## src/rtl/ball_controller.sv

```systemverilog
// Pong ball sequencer: serve, fixed-point motion, wall and paddle reflection,
// miss detection, scoring and the game state machine.
// Ports:
//   clk, resetn            clock, asynchronous active-low reset
//   enable                 run gate; low freezes all state
//   step_tick, serve       motion tick pulse, serve/restart pulse
//   lpaddle_y, rpaddle_y   paddle top rows (paddles are 20 rows tall)
//   ball_x, ball_y         ball position
//   dir_x, dir_y           1 = moving left / up
//   score_l, score_r       player scores
//   hit_pulse, point_pulse one-cycle event pulses
//   state                  0 IDLE, 1 PLAY, 2 SCORED, 3 OVER
module ball_controller #(
    parameter int unsigned TICK_HZ   = 160,
    parameter int unsigned WIN_SCORE = 7,
    parameter int unsigned SCR_W     = 160,
    parameter int unsigned SCR_H     = 120
) (
    input  logic       clk,
    input  logic       resetn,
    input  logic       enable,
    input  logic       step_tick,
    input  logic       serve,
    input  logic [6:0] lpaddle_y,
    input  logic [6:0] rpaddle_y,
    output logic [7:0] ball_x,
    output logic [6:0] ball_y,
    output logic       dir_x,
    output logic       dir_y,
    output logic [3:0] score_l,
    output logic [3:0] score_r,
    output logic       hit_pulse,
    output logic       point_pulse,
    output logic [1:0] state
);
    localparam int unsigned X_W   = 8;
    localparam int unsigned Y_W   = 7;
    localparam int unsigned ACC_W = 8;
    localparam int unsigned SC_W  = 4;

    localparam logic [X_W-1:0]   X_HOME  = X_W'(SCR_W / 2);
    localparam logic [Y_W-1:0]   Y_HOME  = Y_W'(SCR_H / 2);
    localparam logic [X_W-1:0]   X_LHIT  = X_W'(3);
    localparam logic [X_W-1:0]   X_RHIT  = X_W'(SCR_W - 4);
    localparam logic [X_W-1:0]   X_MAX   = X_W'(SCR_W - 1);
    localparam logic [Y_W-1:0]   Y_MAX   = Y_W'(SCR_H - 1);
    localparam logic [ACC_W-1:0] ACC_MOD = ACC_W'(TICK_HZ);
    localparam logic [ACC_W-1:0] V_X0    = ACC_W'(77);
    localparam logic [ACC_W-1:0] V_Y0    = ACC_W'(22);
    localparam logic [SC_W-1:0]  SC_WIN  = SC_W'(WIN_SCORE);

    typedef enum logic [1:0] {
        ST_IDLE   = 2'd0,
        ST_PLAY   = 2'd1,
        ST_SCORED = 2'd2,
        ST_OVER   = 2'd3
    } state_t;

    state_t           cur_state, nxt_state;
    logic [ACC_W-1:0] vx, vy, acc_x, acc_y;
    logic             serve_dir;

    logic [X_W-1:0]   bx_n;
    logic [Y_W-1:0]   by_n;
    logic             dx_n, dy_n, sd_n, hit_n, pt_n;
    logic [ACC_W-1:0] vx_n, vy_n, ax_n, ay_n;
    logic [SC_W-1:0]  sl_n, sr_n;

    logic [ACC_W-1:0] sum_x, sum_y, acc_x_step, acc_y_step;
    logic             step_x, step_y, in_span;
    logic [Y_W-1:0]   paddle_top, offset;
    logic [7:0]       span_hi;
    logic [X_W-1:0]   hit_col, miss_col;
    logic [3:0]       sec;

    // Outgoing horizontal speed per paddle section (section 0 = top).
    function automatic logic [ACC_W-1:0] sec_vx(input logic [3:0] s);
        case (s)
            4'd0, 4'd9: sec_vx = ACC_W'(22);
            4'd1, 4'd8: sec_vx = ACC_W'(40);
            4'd2, 4'd7: sec_vx = ACC_W'(57);
            4'd3, 4'd6: sec_vx = ACC_W'(69);
            default:    sec_vx = ACC_W'(77);
        endcase
    endfunction

    // Outgoing vertical speed per paddle section.
    function automatic logic [ACC_W-1:0] sec_vy(input logic [3:0] s);
        case (s)
            4'd0, 4'd9: sec_vy = ACC_W'(77);
            4'd1, 4'd8: sec_vy = ACC_W'(69);
            4'd2, 4'd7: sec_vy = ACC_W'(56);
            4'd3, 4'd6: sec_vy = ACC_W'(40);
            default:    sec_vy = ACC_W'(22);
        endcase
    endfunction

    function automatic logic [SC_W-1:0] sat_inc(input logic [SC_W-1:0] v);
        sat_inc = (v == SC_WIN) ? v : v + SC_W'(1);
    endfunction

    // Motion accumulators and paddle geometry for the approaching side.
    always_comb begin
        sum_x      = acc_x + vx;
        sum_y      = acc_y + vy;
        step_x     = (sum_x >= ACC_MOD);
        step_y     = (sum_y >= ACC_MOD);
        acc_x_step = step_x ? sum_x - ACC_MOD : sum_x;
        acc_y_step = step_y ? sum_y - ACC_MOD : sum_y;
        paddle_top = dir_x ? lpaddle_y : rpaddle_y;
        hit_col    = dir_x ? X_LHIT : X_RHIT;
        miss_col   = dir_x ? '0 : X_MAX;
        span_hi    = {1'b0, paddle_top} + 8'd19;
        in_span    = (ball_y >= paddle_top) && ({1'b0, ball_y} <= span_hi);
        // Only meaningful when in_span holds; wraps otherwise.
        offset     = ball_y - paddle_top;
        sec        = 4'(offset >> 1);
    end

    // Next-state and next-datapath logic.
    always_comb begin
        nxt_state = cur_state;
        bx_n      = ball_x;
        by_n      = ball_y;
        dx_n      = dir_x;
        dy_n      = dir_y;
        vx_n      = vx;
        vy_n      = vy;
        ax_n      = acc_x;
        ay_n      = acc_y;
        sl_n      = score_l;
        sr_n      = score_r;
        sd_n      = serve_dir;
        hit_n     = 1'b0;
        pt_n      = 1'b0;
        if (enable) begin
            case (cur_state)
                ST_IDLE: begin
                    bx_n = X_HOME;
                    by_n = Y_HOME;
                    if (serve) begin
                        dx_n      = serve_dir;
                        dy_n      = 1'b0;
                        vx_n      = V_X0;
                        vy_n      = V_Y0;
                        ax_n      = '0;
                        ay_n      = '0;
                        nxt_state = ST_PLAY;
                    end
                end
                ST_PLAY: begin
                    if (step_tick) begin
                        ax_n = acc_x_step;
                        ay_n = acc_y_step;
                        if (step_x && ball_x == hit_col && in_span) begin
                            // Bounce: ball holds this tick, new trajectory from section.
                            dx_n  = ~dir_x;
                            vx_n  = sec_vx(sec);
                            vy_n  = sec_vy(sec);
                            dy_n  = (sec <= 4'd4);
                            ax_n  = '0;
                            ay_n  = '0;
                            hit_n = 1'b1;
                        end else if (step_x && ball_x == miss_col) begin
                            if (dir_x) begin
                                sr_n = sat_inc(score_r);
                                sd_n = 1'b1;
                            end else begin
                                sl_n = sat_inc(score_l);
                                sd_n = 1'b0;
                            end
                            pt_n      = 1'b1;
                            nxt_state = ST_SCORED;
                        end else begin
                            if (step_x) begin
                                bx_n = dir_x ? ball_x - 8'd1 : ball_x + 8'd1;
                            end
                            if (step_y) begin
                                if ((dir_y && ball_y == '0) || (!dir_y && ball_y == Y_MAX)) begin
                                    dy_n = ~dir_y;
                                end else begin
                                    by_n = dir_y ? ball_y - 7'd1 : ball_y + 7'd1;
                                end
                            end
                        end
                    end
                end
                ST_SCORED: begin
                    bx_n      = X_HOME;
                    by_n      = Y_HOME;
                    nxt_state = (score_l == SC_WIN || score_r == SC_WIN) ? ST_OVER : ST_IDLE;
                end
                ST_OVER: begin
                    bx_n = X_HOME;
                    by_n = Y_HOME;
                    if (serve) begin
                        sl_n      = '0;
                        sr_n      = '0;
                        sd_n      = 1'b0;
                        nxt_state = ST_IDLE;
                    end
                end
                default: nxt_state = ST_IDLE;
            endcase
        end
    end

    // State and datapath registers.
    always_ff @(posedge clk or negedge resetn) begin
        if (!resetn) begin
            cur_state   <= ST_IDLE;
            ball_x      <= X_HOME;
            ball_y      <= Y_HOME;
            dir_x       <= 1'b0;
            dir_y       <= 1'b0;
            vx          <= V_X0;
            vy          <= V_Y0;
            acc_x       <= '0;
            acc_y       <= '0;
            score_l     <= '0;
            score_r     <= '0;
            serve_dir   <= 1'b0;
            hit_pulse   <= 1'b0;
            point_pulse <= 1'b0;
        end else begin
            cur_state   <= nxt_state;
            ball_x      <= bx_n;
            ball_y      <= by_n;
            dir_x       <= dx_n;
            dir_y       <= dy_n;
            vx          <= vx_n;
            vy          <= vy_n;
            acc_x       <= ax_n;
            acc_y       <= ay_n;
            score_l     <= sl_n;
            score_r     <= sr_n;
            serve_dir   <= sd_n;
            hit_pulse   <= hit_n;
            point_pulse <= pt_n;
        end
    end

    assign state = cur_state;

endmodule

```

## config.mk

```make
export PLATFORM = sky130hd
export DESIGN_NAME = ball_controller
export DESIGN_NICKNAME = d
export VERILOG_FILES = /design/src/rtl/ball_controller.sv
export SDC_FILE = /design/constraint.sdc
export NUM_CORES = 1
export LEC_CHECK = 0
export BUFFER_PORTS_ARGS = -buffer_cell sky130_fd_sc_hd__buf_2
export CAP_MARGIN = 10
export CORE_AREA = 4 4 97 90
export CTS_BUF_LIST = sky130_fd_sc_hd__clkbuf_4 sky130_fd_sc_hd__clkbuf_8
export CTS_CLUSTER_DIAMETER = 40
export DETAILED_ROUTE_END_ITERATION = 10
export DIE_AREA = 0 0 101 94
export HOLD_SLACK_MARGIN = 0.15
export PLACE_DENSITY = 0.81
export SYNTH_ARGS = -nofsm -noshare
export SYNTH_HDL_FRONTEND = slang
export SYNTH_SLANG_ARGS = --single-unit
```

## constraint.sdc

```tcl
create_clock -name clk -period 5.3 [get_ports clk]
set_input_delay 0.53 -clock clk [delete_from_list [all_inputs] [get_ports clk]]
set_output_delay 0.53 -clock clk [all_outputs]
set_load 0.02 [all_outputs]
```

==> summary.md, run 1 <==
| Metric | Value |
|---|---|
| P_sw | `0.00173 W` |
| Peak supply drop | `0.364 mV` |
| Pre-CTS WS | `1060 ps` |
| Vias in the first global route | `3822` |
| Unrepaired setup endpoints after global routing | `no` |
| Switching part of the total | `0.475` |
| Synth area leaders | `dfrtp_1 25%, ha_1 14%, dfstp_2 7.4%` |
| Clock network fraction of design power | `0.120` |
| TritonCTS Buffers | `9` |
| Crit path kind | `reg2reg` |
| Routed len/inst | `16.4 um` |
| Mapped Cells | `509` |
| Logic pwr share | `0.658` |
| Seq cells post-synth | `59` |
| Antenna-violating nets left | `0` |
| Startpoint types | `flip-flop` |
| Sequential share of power | `0.221` |
| Worst min path class | `in2async` |
| Clk pin slew, worst setup/hold paths | `70 ps` |
| Ys flop type | `dfrtp_1` |
| Yosys warning total | `0` |
| Clock Sinks | `59` |
| Worst Setup EP | `vx[0]` |
| Die width | `101 um` |
| Routed WL | `10.8 mm` |
| Area occupied by multi-input gates | `2980 um2` |
| First-pass GRT wire length | `18.3 mm` |
| Largest net degree at the start of global routing | `60` |
| Seq/Total Area, Yosys | `0.321` |
| P_int | `0.00192 W` |
| Core Area | `7800 um2` |
| Worst R2R Path Depth | `12` |
| Congestion Overflow GR | `0` |
| Number of I/O port buffers | `47` |
| Least-Margin Pin Slew | `1020 ps` |
| Reg2reg end | `vx[0]` |
| Most frequent cells after synthesis | `51 x ha_1, 46 x dfrtp_1, 41 x nand2_1` |
| Routed length on met1 | `5.08 mm` |
| Rows | `31` |
| Final setup TNS | `0 ps` |
| Met2 Wirelength | `5.00 mm` |
| Hold-fix buffers at CTS | `0` |
| WHS | `329 ps` |
| Slew margin rel. | `0.319` |
| FF+latch area | `1490 um2` |
| Initial DRC count | `335` |
| Chip height | `94 um` |
| Uppermost routed layer | `met4` |
| Drt drc | `0` |
| Critical R2R Launch | `dir_x` |
| Max-cap violations | `0` |
| Asr flop ratio synth | `1.00` |
| H-tree levels | `3` |
| Post-synthesis net count | `584` |
| Avg Synthesized Cell Area | `9.12 um2` |
| CP required | `5540 ps` |
| Post-CTS setup buffer count | `0` |
| Worst path arrival time | `4530 ps` |
| Max frequency | `0.233 GHz` |
| Worst-Skew Late Latency | `340 ps` |
| CTS tree | `built` |
| Yosys top cell by area | `dfrtp_1` |
| Hold Vio Cnt, Final | `0` |
| Fillers | `640` |
| Crit-path max FO | `27` |
| Critical Path Start | `dir_x` |
| P&R area growth vs syn | `11.5%` |
| Routability cong. | `0.884` |
| Tmin final | `4290 ps` |
| Layout net count | `631` |
| Total track usage | `0.242` |
| Resize count post-CTS | `0` |
| Area share of the leading cell type in the synthesized netlist | `0.248` |
| Setup WS post-layout | `1010 ps` |
| Clk root buf | `clkbuf_8` |
| Status | `completed` |
| Setup Skew | `6.62 ps` |
| Slew Viols, Final | `0` |
| DP Wirelength | `7.98 mm` |
| Met3 WL | `605 um` |
| Pwr Density | `704 nW/um2` |
| First-pass DRT Iterations | `7` |
| Initial antenna violation count | `0` |
| IO Pins | `48` |
| Endpoints failing setup | `0` |
| Die ar. | `9490 um2` |
| Netlist cell types | `69` |
| Final worst path period share | `0.810` |
| Maximum clock path buffer count | `2` |
| P_leak | `2.50 nW` |
| Setup crit end kind | `flip-flop` |
| EDFF count, synth | `0` |
| Flop2flop setup slack | `1010 ps` |
| Top-count cell post-synth | `ha_1` |
| Diode count | `0` |
| Share of layout cells above drive strength 1 | `0.166` |
| Vias | `4019` |
| Starting Density | `0.596` |
| Finished Cell Area | `5180 um2` |
| Dpl cell area | `4970 um2` |
| Vias/cell | `6.09` |
| Total power | `0.00365 W` |
| Syn Std Cell Area | `4640 um2` |
==> cell usage in the layout (no fill, tap or decap), types with 10 or more instances in the layout <==
cell type and n:
nand3_1 11, a21o_1 16, nor3_1 10, nand2_1 41, nor2_1 29, a21oi_1 32
xnor2_1 16, ha_1 51, clkbuf_8 12, nand2b_1 12, o21ai_0 36, inv_1 28
dfrtp_1 46, a22o_1 10, dfstp_2 13, buf_2 47, mux2i_1 11, xor2_1 11
==> cell type report <==
cell class	instances	area share
tap	99	0.0239
inverter	28	0.0203
timing repair buffer	51	0.0512
multi-input combinational	407	0.575
sequential	59	0.288
clock inverter	4	0.00918
clock buffer	12	0.0319
==> flip-flops by register name (all words and copies together), names as in the netlist, 4 cells and up <==
register,count
acc_x,8
acc_y,8
ball_x,8
ball_y,7
score_l,4
score_r,4
vx,7
vy,6
==> power by group through the flow <==
| stage | logic (W) | registers, W | clock network [W] |
|---|---|---|---|
| finish | 0.00240 | 0.000807 | 0.000439 |
| global route | 0.00270 | 0.000835 | 0.000470 |
| detailed placement | 0.00236 | 0.000814 | 0 |
| floorplan | 0.00183 | 0.000824 | 0 |
| global placement | 0.00228 | 0.000804 | 0 |
| CTS | 0.00239 | 0.000807 | 0.000445 |
==> metrics by stage <==
| stage | util | instances |
|---|---|---|
| 6_report | 0.664 | 660 |
| 5_1_grt | 0.664 | 660 |
| 4_1_cts | 0.664 | 660 |
| 3_5_place_dp | 0.637 | 644 |
| 3_3_place_gp | 0.637 | 644 |
| 2_1_floorplan | - | 509 |
==> critical path, stage by stage (launching register included) <==
cell and delay (ps):
dfrtp_1 580, buf_4 320, mux2i_1 370, xnor2_1 140
ha_1 330, and4_1 220, a41o_1 180, a31oi_1 50
o21a_1 130, or4b_1 630, a21o_1 510, or4_4 590
a21boi_1 140
==> worst min path at each step <==
stage | start | to | slack (ps) | cells after the start
3_3_place_gp | vx[0] | vx[0] | 460 | 2
6_report | resetn | ball_x[5] | 330 | 2
5_1_grt | resetn | ball_x[2] | 400 | 2
4_1_cts | resetn | ball_x[1] | 360 | 2
2_1_floorplan | resetn | acc_x[0] | 230 | 0
3_5_place_dp | vx[0] | vx[0] | 480 | 2
==> kinds of logic (layout without fill, tap and decap cells) <==
| group | after synthesis | in the layout | share of synthesized area |
|---|---|---|---|
| flops | 59 | 59 | 0.321 |
| compound gates | 161 | 161 | 0.231 |
| buf+inv | 43 | 95 | 0.0369 |
| simple gates | 147 | 147 | 0.164 |
| mux | 15 | 15 | 0.0334 |
| xor+xnor | 28 | 28 | 0.0544 |
| fa+ha+maj | 56 | 56 | 0.159 |
==> per-layer routing <==
layer | vias up | GRT usage
met5 | - | 0
met4 | 0 | 0.0664
met3 | 12 | 0.0572
met2 | 115 | 0.377
met1 | 1928 | 0.339
li1 | 1964 | -
Power figures use the tool's default switching activity.
==> run 2, diff against run 1 <==
--- a/config.mk
+++ b/config.mk
@@ -7,13 +7,13 @@
 export LEC_CHECK = 0
 export BUFFER_PORTS_ARGS = -buffer_cell sky130_fd_sc_hd__buf_2
 export CAP_MARGIN = 10
-export CORE_AREA = 4 4 97 90
+export CORE_AREA = 4 4 101 94
 export CTS_BUF_LIST = sky130_fd_sc_hd__clkbuf_4 sky130_fd_sc_hd__clkbuf_8
 export CTS_CLUSTER_DIAMETER = 40
 export DETAILED_ROUTE_END_ITERATION = 10
-export DIE_AREA = 0 0 101 94
+export DIE_AREA = 0 0 105 98
 export HOLD_SLACK_MARGIN = 0.15
-export PLACE_DENSITY = 0.81
+export PLACE_DENSITY = 0.78
 export SYNTH_ARGS = -nofsm -noshare
 export SYNTH_HDL_FRONTEND = slang
 export SYNTH_SLANG_ARGS = --single-unit
==> constraint.sdc (replaced) <==
create_clock -name clk -period 3.5 [get_ports clk]
set_input_delay 0.35 -clock clk [delete_from_list [all_inputs] [get_ports clk]]
set_output_delay 0.35 -clock clk [all_outputs]
set_load 0.02 [all_outputs]
==> run 2 against run 1 <==
Against the previous run:
- the flow now finishes with violations (setup timing)
- register-to-register slack worse by 1000 ps
- critical path depth is 3 higher
- routed wire length is 4.4% higher
- clock power is 41% higher
- worst setup slack worse by 1000 ps
- sequential cell count stayed put
- clock skew is 5.4 ps higher
- fmax is 21% higher
- critical endpoint unchanged
==> summary.md, run 2 (same netlist as run 1, synthesis figures left out) <==
| Metric | Value |
|---|---|
| Startpoint types | `flip-flop` |
| P_int | `0.00300 W (+57%)` |
| Drt drc | `0 (unchanged)` |
| P_sw | `0.00273 W (+58%)` |
| Status | `finished, violations left` |
| CP max stage cell | `or4b_4` |
| Critical Path Most Common Cell | `nor2_1` |
| Maximum clock path buffer count | `2 (unchanged)` |
| Slew margin rel. | `0.416 (+0.0972)` |
| Cell Chain, Critical Path | `mux2i_2 -> ha_2 -> nor2_2 -> nor2_1 -> nor2_1 -> xor2_1 -> ha_1 -> nor2_1 -> a41o_1 -> a31oi_1 -> o21a_1 -> or4b_4 -> a21o_1 -> or4_4 -> a21boi_1` |
| Total track usage | `0.227 (-0.0151)` |
| Vias in the first global route | `4103 (+7.4%)` |
| Peak supply drop | `0.548 mV (+51%)` |
| Vias | `4085 (+1.6%)` |
| Critical path's largest stage delay | `500 ps (-130 ps)` |
| Number of I/O port buffers | `47 (unchanged)` |
| Largest net degree at the start of global routing | `41 (-32%)` |
| Starting Density | `0.552 (-0.0433)` |
| Rows | `32 (+3.2%)` |
| Fillers | `708 (+11%)` |
| TritonCTS Buffers | `9 (unchanged)` |
| Clk root buf | `clkbuf_8` |
| Clock network fraction of design power | `0.108 (-0.012)` |
| Routed WL | `11.3 mm (+4.4%)` |
| Commonest non-fill, non-tap cell in the layout | `ha_1` |
| Crit-path max FO | `7 (-74%)` |
| Unrepaired setup endpoints after global routing | `yes` |
| Logic pwr share | `0.677 (+0.019)` |
| Chip height | `98 um (+4.3%)` |
| Total power | `0.00573 W (+57%)` |
| Initial antenna violation count | `0 (unchanged)` |
| Finished Cell Area | `5380 um2 (+3.8%)` |
| CP required | `3780 ps (-1760 ps)` |
| Initial DRC count | `176 (-47%)` |
| Congestion Overflow GR | `0 (unchanged)` |
| Clk pin slew, worst setup/hold paths | `70 ps (about the same)` |
| P_leak | `2.59 nW (+3.7%)` |
| Endpoints failing setup | `2 (+2)` |
| Sequential share of power | `0.215 (-0.006)` |
| Pwr Density | `1070 nW/um2 (+51%)` |
| Setup crit end kind | `flip-flop` |
| Layout net count | `652 (+3.3%)` |
| Tmin final | `3540 ps (-755 ps)` |
| Core Area | `8410 um2 (+7.8%)` |
| Clock Sinks | `59 (unchanged)` |
| Least-Margin Pin Slew | `876 ps (-142 ps)` |
| Max frequency | `0.283 GHz (+21%)` |
| Routed len/inst | `16.5 um (+0.73%)` |
| Worst path arrival time | `3820 ps (-710 ps)` |
| Dpl cell area | `5100 um2 (+2.6%)` |
| Largest regs | `acc_x x8, acc_y x8, ball_x x8` |
| Failing checks | `setup timing` |
| Hold Vio Cnt, Final | `0 (unchanged)` |
| Slew Viols, Final | `0 (unchanged)` |
| First-pass DRT Iterations | `4 (-3)` |
| Commonest cells after routing, fill and taps aside | `50 x ha_1, 47 x buf_2, 45 x dfrtp_1` |
| Diode count | `0 (unchanged)` |
| IO Pins | `48 (unchanged)` |
| Die width | `105 um (+4.0%)` |
| Crit path kind | `reg2reg` |
| DP Wirelength | `8.50 mm (+6.5%)` |
| Setup WS post-layout | `-36.5 ps (-1040 ps)` |
| Max-cap violations | `0 (unchanged)` |
| Share of layout cells above drive strength 1 | `0.216 (+0.0507)` |
| Routability cong. | `0.851 (-3.8%)` |
| H-tree levels | `3 (unchanged)` |
| Die ar. | `10300 um2 (+8.4%)` |
| Antenna-violating nets left | `0 (unchanged)` |
| P&R area growth vs syn | `15.8%` |
| Area occupied by multi-input gates | `3020 um2 (+1.3%)` |
| Setup Skew | `12.1 ps (+5.44 ps)` |
| Switching part of the total | `0.477 (+0.00177)` |
| Final worst path period share | `1.01 (+0.201)` |
| CTS tree | `built` |
| Worst min path class | `in2reg` |
| Vias/cell | `5.97 (-1.9%)` |
| FF+latch area | `1490 um2 (about the same)` |
| Worst-Skew Late Latency | `350 ps (about the same)` |
| First-pass GRT wire length | `19.1 mm (+4.4%)` |
## run 2: changes by cell type in the layout (fill, tap and decap cells not counted), sizes merged
| cell | delta |
|---|---|
| buf | +20 |
| clkbuf | -3 |
| clkinv | +2 |
| clkinvlp | +1 |
| dlygate4sd3 | +1 |
## run 2: critical path, delay by kind of cell, from the launching register on
| kind | cells | cell delay, ps |
|---|---|---|
| muxes | 1 | 270 |
| AOI/OAI and AO/OA | 5 | 700 |
| and+or+nand+nor | 6 | 1320 |
| xor gates and xnor gates | 1 | 150 |
| DFF | 1 | 490 |
| adders and majority gates | 2 | 540 |
## run 2: power groups by stage
stage / registers [W] / logic, W / clock network [W]
floorplan: 0.00125 / 0.00281 / 0
global placement: 0.00123 / 0.00361 / 0
detailed placement: 0.00124 / 0.00375 / 0
CTS: 0.00123 / 0.00382 / 0.000632
global route: 0.00126 / 0.00437 / 0.000670
finish: 0.00123 / 0.00388 / 0.000619
## run 2: worst paths after layout
| path | startpoint | to | slack [ps] | cells after the start |
|---|---|---|---|---|
| min reg2reg | vx[0] | vx[0] | 480 | 2 |
| max reg2reg | dir_x | vx[0] | -40 | 15 |
| min | step_tick | hit_pulse | 350 | 3 |
| min in group asynchronous | resetn | ball_x[3] | 650 | 2 |
| max | dir_x | vx[0] | -40 | 15 |
| max in group asynchronous | resetn | ball_y[5] | 1980 | 3 |
## run 2: cell type report
type / count / area share
clock buffers: 9 / 0.0230
flip-flops and latches: 59 / 0.278
inverters: 28 / 0.0195
multi-input cells: 407 / 0.561
well taps: 102 / 0.0237
clock inverters: 7 / 0.0128
repair buffers: 72 / 0.0819
## run 2: metrics by stage
stage                      util  hold WS, ps  setup TNS [ps]  cells  setup WS (ps)
final                     0.640          353           -39.4    684          -36.5
after global routing      0.640          347            -426    684           -135
after CTS                 0.635          342               0    681          0.840
after detailed placement  0.606          464            -281    662           -138
after global placement    0.606          465               0    662           54.3
after floorplan               -         54.4           -2730    509           -325
## run 2: what timing repair did
item / in CTS / in global routing
cloned: 0 / 0
hold buffers: 1 / 0
endpoints found under the setup margin: 17 / 32
pin swaps: 1 / 5
hold endpoints to repair: 17 / 0
gates resized for setup: 7 / 8
buffers inserted: 2 / 3
## run 2: metal layers
metal / track usage / routed length (um) / vias up / part of all wire
met5: 0 / 0 / - / 0
met2: 0.379 / 5550 / 96 / 0.49
met3: 0.0502 / 457 / 16 / 0.040
met4: 0.0636 / 184 / 0 / 0.016
met1: 0.298 / 5110 / 1960 / 0.45
li1: - / - / 2013 / -
